===== src/rtl/wb_regfile.sv =====
// Purpose : MIPS write-back select plus 2**AW x DW architectural register file with two bypassed read ports.
// Latency : WB_wdata/WB_wen/ID_rdata* are combinational; a write commits on the next rising clk edge.
// Backpressure: none; a write is accepted on every edge where WB_wen=1 and rst=0.
//
// Ports:
//   clk, rst                 - pipeline clock, synchronous active-high reset (clears all registers)
//   WB_RegWrite/MemtoReg     - MEM/WB control: write enable, source select (1: load data, 0: ALU result)
//   WB_waddr/rdata/ALU_res   - MEM/WB destination register and candidate write-back values
//   ID_raddr1/2, ID_rdata1/2 - ID-stage read ports with write-to-read bypass
//   WB_wdata, WB_wen         - selected write-back value and qualified enable, for EX forwarding
//   dbg_addr, dbg_data       - raw stored contents, no bypass
module wb_regfile #(
    parameter int DW = 32,
    parameter int AW = 5
) (
    input  logic          clk,
    input  logic          rst,
    input  logic          WB_RegWrite,
    input  logic          WB_MemtoReg,
    input  logic [AW-1:0] WB_waddr,
    input  logic [DW-1:0] WB_rdata,
    input  logic [DW-1:0] WB_ALU_res,
    input  logic [AW-1:0] ID_raddr1,
    input  logic [AW-1:0] ID_raddr2,
    output logic [DW-1:0] ID_rdata1,
    output logic [DW-1:0] ID_rdata2,
    output logic [DW-1:0] WB_wdata,
    output logic          WB_wen,
    input  logic [AW-1:0] dbg_addr,
    output logic [DW-1:0] dbg_data
);

    localparam int NREG = 2 ** AW;

    // Packed so the whole file clears with a single '0 on reset.
    logic [NREG-1:0][DW-1:0] regs_q;
    logic [NREG-1:0][DW-1:0] regs_d;

    assign WB_wdata = WB_MemtoReg ? WB_rdata : WB_ALU_res;
    // $0 is hardwired zero, so a write to it is not a real write and must not bypass either.
    assign WB_wen   = WB_RegWrite && (WB_waddr != '0);

    always_comb begin
        regs_d = regs_q;
        if (WB_wen) begin
            regs_d[WB_waddr] = WB_wdata;
        end
        regs_d[0] = '0;
    end

    always_ff @(posedge clk) begin
        if (rst) begin
            regs_q <= '0;
        end else begin
            regs_q <= regs_d;
        end
    end

    // Bypass gives "write first half, read second half" semantics. WB_wen is deliberately
    // not gated by rst: reads still see the in-flight value during a reset cycle.
    function automatic logic [DW-1:0] rd_port(input logic [AW-1:0] raddr);
        logic [DW-1:0] val;
        if (raddr == '0) begin
            val = '0;
        end else if (WB_wen && (raddr == WB_waddr)) begin
            val = WB_wdata;
        end else begin
            val = regs_q[raddr];
        end
        return val;
    endfunction

    assign ID_rdata1 = rd_port(ID_raddr1);
    assign ID_rdata2 = rd_port(ID_raddr2);
    assign dbg_data  = (dbg_addr == '0) ? '0 : regs_q[dbg_addr];

endmodule

===== config.mk =====
export PLATFORM = sky130hd
export DESIGN_NAME = wb_regfile
export DESIGN_NICKNAME = d
export VERILOG_FILES = /design/src/rtl/wb_regfile.sv
export SDC_FILE = /design/constraint.sdc
export NUM_CORES = 2
export LEC_CHECK = 0
export CORE_MARGIN = 5
export CORE_UTILIZATION = 35
export CTS_BUF_LIST = sky130_fd_sc_hd__clkbuf_8
export DETAILED_ROUTE_END_ITERATION = 12
export PLACE_DENSITY = 0.62
export SLEW_MARGIN = 0
export SYNTH_ARGS = -nofsm -noshare
export SYNTH_HDL_FRONTEND = slang
export SYNTH_SLANG_ARGS = --single-unit
export TNS_END_PERCENT = 30

===== constraint.sdc =====
create_clock -name clk -period 5.5 [get_ports clk]
set_input_delay 0.55 -clock clk [delete_from_list [all_inputs] [get_ports clk]]
set_output_delay 0.55 -clock clk [all_outputs]
set_load 0.01 [all_outputs]

==> summary.md <==
| Metric | Value |
|---|---|
| Die area | 0.1731 mm2 |
| Initial Util | 0.3509 |
| Hold Crit Depth | 2 |
| Pin count of the biggest net entering global routing | 183 |
| Clock sinks | 992 |
| # setup viols final | 0 |
| Flop pwr share | 0.451 |
| Vias in the first global route | 47.74k |
| Fraction of layout cells with a size suffix above 1 | 0.2600 |
| Pwr Density | 248.9 mW/mm2 |
| CP Capture Type | output pin |
| GRT Residual Overflow | 0 |
| Reg2reg path depth | 2 |
| LEAKAGE | 20.43 nW |
| Post-Place Cells | 7355 |
| # rows | 149 |
| Largest Register | regs_q |
| Reg2reg start | regs_q[416] |
| Fin crit period | 5.014 ns |
| First-pass GRT wire length | 346600 um |
| Mapped Cells | 5440 |
| Post-Syn Area | 0.05770 mm2 |
| Slew Limit Fails | 0 |
| RSZ-0062 raised after global routing | no |
| Residual DRC | 0 |
| Worst Path Max Fanout | 31 |
| Cell taking the most area after synthesis | dfxtp_1 |
| Hold Path Class | input port to flip-flop |
| RD Place Congestion | 0.9382 |
| I/O pin total | 217 |
| Share of Yosys cell area claimed by the top area cell type | 0.3442 |
| Seq cells post-synth | 992 |
| Worst-Skew Late Latency | 0.88 ns |
| Clk_skew | 0 ns |
| Via density | 6.591 |
| Max transition margin | 0.09096 |
| Synth cell types | 62 |
| CP startpoint kind | input port |
| Commonest non-fill, non-tap cells in the layout | nor2_1 (1053), a211oi_1 (1004), dfxtp_1 (992) |
| Syn Nets | 5528 |
| Via Count | 50.41k |
| CTS resizes | 0 |
| Post-layout net count | 5415 |
| Crit path from | WB_waddr[4] |
| Mean Syn Cell Area | 10.61 um2 |
| Reg2Reg Capture Point | regs_q[416] |
| Non-filler cells in the finished layout | 7647 |
| WL final | 241400 um |
| Worst Max-Slew Pin Slew | 1.362 ns |
| F_max | 199.4 MHz |
| Synth-to-Final Area Change | 13.86% |
| Clock Pin Slew Worst Setup and Hold Paths | 0.06 ns |
| Die width | 416.0 um |
| Most common cell after layout, fill and taps aside | nor2_1 |
| Arrival time worst endpoint | 4.46 ns |
| Drt first pass iters | 8 |
| Buffers on Ports | 216 |
| Max Cap Violations | 0 |
| CTS Buf Count | 159 |
| Seq/Total Area, Yosys | 0.3442 |
| Worst vdd ir | 0.2339 mV |
| Hold Slack | 0.2964 ns |
| Fin. Hold Viols | 0 |
| Combinational share of power | 0.145 |
| # Post-CTS Setup Buffers | 0 |
| Die Y-Extent | 416.0 um |
| Setup TNS | 0 ns |
| Max reg flops | 992 |
| DRT iter0 DRCs | 7606 |
| Biggest regs | regs_q: 992 flops |
| Post-synth EDFFs | 0 |
| Yosys warns | 0 |
| Worst Setup Path Type | input port to output pin |
| DRT antenna net count | 0 |
| Hold Buf Count CTS | 0 |
| Gr usage total | 0.2684 |
| Longest Clk Path Bufs | 3 |
| Fraction of registers with async set/reset | 0 |
| Dpl hpwl | 151000 um |
| R2R setup slack | 4.64 ns |
| DR WL/cell | 31.57 um |
| CTS root buffer | clkbuf_8 |
| Design Power | 16.35 mW |
| CTS H-tree lvls | 4 |
| Area contributors post-synth | dfxtp_1 (34%), mux4_2 (28%), a211oi_1 (13%) |
| Status | completed |
| TritonCTS clock tree | done |
| Data required time of the worst path | 4.95 ns |
| Post-synth top flop | dfxtp_1 |
| CORE AREA | 0.1644 mm2 |
| Clk pwr share | 0.404 |
| P_int | 11.54 mW |
| Final Cycle Share | 0.9116 |
| Sw Ratio | 0.2941 |
| Initial antenna violation count | 22 |
| Switching power | 4.809 mW |
| Setup crit end | ID_rdata1[22] |
-- layout make-up --
| type | instances | area [um2] |
|---|---|---|
| Clock inverter | 73 | 344.1 |
| Clock buffer | 211 | 2904 |
| Inverter | 37 | 138.9 |
| Multi-Input combinational cell | 3718 | 35420 |
| Tap cell | 2189 | 2739 |
| Timing Repair Buffer | 419 | 4272 |
| Sequential cell | 992 | 19860 |
| Fill cell | 15760 | 98730 |
| Antenna cell | 8 | 20.02 |
-- power groups by stage --
stage | registers, mW | logic (mW) | clock network, mW
finish | 7.37 | 2.37 | 6.61
global placement | 7.52 | 2.30 | 0
floorplan | 7.50 | 1.34 | 0
global route | 7.38 | 2.43 | 6.94
CTS | 7.37 | 2.32 | 6.64
detailed placement | 7.52 | 2.31 | 0
-- critical path, stage by stage --
cell and delay (ns):
clkdlybuf4s50_1 0.73, or3_1 0.65, o31a_4 0.37, a31oi_4 0.25, buf_12 0.33, o211ai_1 0.14
o32ai_1 0.75, clkdlybuf4s50_1 0.68
-- through the flow --
step / cell area (um2) / setup slack (ns) / util
3_3_place_gp: 62430 / 0.5617 / 0.3797
5_1_grt: 65680 / 0.4823 / 0.3995
3_5_place_dp: 62430 / 0.5144 / 0.3797
2_1_floorplan: 57700 / 2.486 / -
4_1_cts: 65680 / 0.5024 / 0.3994
6_report: 65700 / 0.4861 / 0.3995
-- worst min path at each step --
stage	start	to	slack, ns
3_5_place_dp	regs_q[363]	regs_q[363]	0.51
5_1_grt	rst	regs_q[947]	0.32
2_1_floorplan	regs_q[417]	regs_q[417]	0.49
4_1_cts	rst	regs_q[644]	0.28
3_3_place_gp	regs_q[370]	regs_q[370]	0.50
6_report	rst	regs_q[449]	0.30
-- logic make-up (layout without fill, tap and decap cells) --
| kind of cell | after synthesis | in the layout | share of synthesized area |
|---|---|---|---|
| buffers and inverters | 730 | 740 | 0.05324 |
| xor gates and xnor gates | 10 | 10 | 0.001518 |
| other | 0 | 8 | 0 |
| and+or+nand+nor | 1353 | 1353 | 0.09455 |
| muxes | 962 | 962 | 0.3255 |
| DFF | 992 | 992 | 0.3442 |
| AOI/OAI and AO/OA | 1393 | 1393 | 0.1810 |
-- Yosys cell counts, types with 8 or more instances --
cell type	n
nand3_1	52
nor2_1	1075
a211oi_1	1004
a21oi_1	44
nand2_1	105
buf_1	35
nor4_1	12
o211ai_1	12
a22oi_1	73
buf_4	16
o22ai_1	29
mux4_2	716
mux2i_1	91
o21ai_0	43
a22o_1	35
nor2_2	13
nand4_1	19
inv_1	35
nor3_1	19
dfxtp_1	992
o221ai_1	24
mux2_2	155
a221oi_1	32
buf_2	175
xor2_1	9
o2111ai_1	12
a2bb2oi_1	16
nor2b_1	19
nand2b_1	8
clkbuf_1	460
-- metal layers --
metal	track usage	wire length [um]
met1	0.3373	87760
met2	0.3997	104800
met3	0.07203	28130
met4	0.1916	20540
met5	0	123
Note: power is estimated with default switching activity, not from simulation.
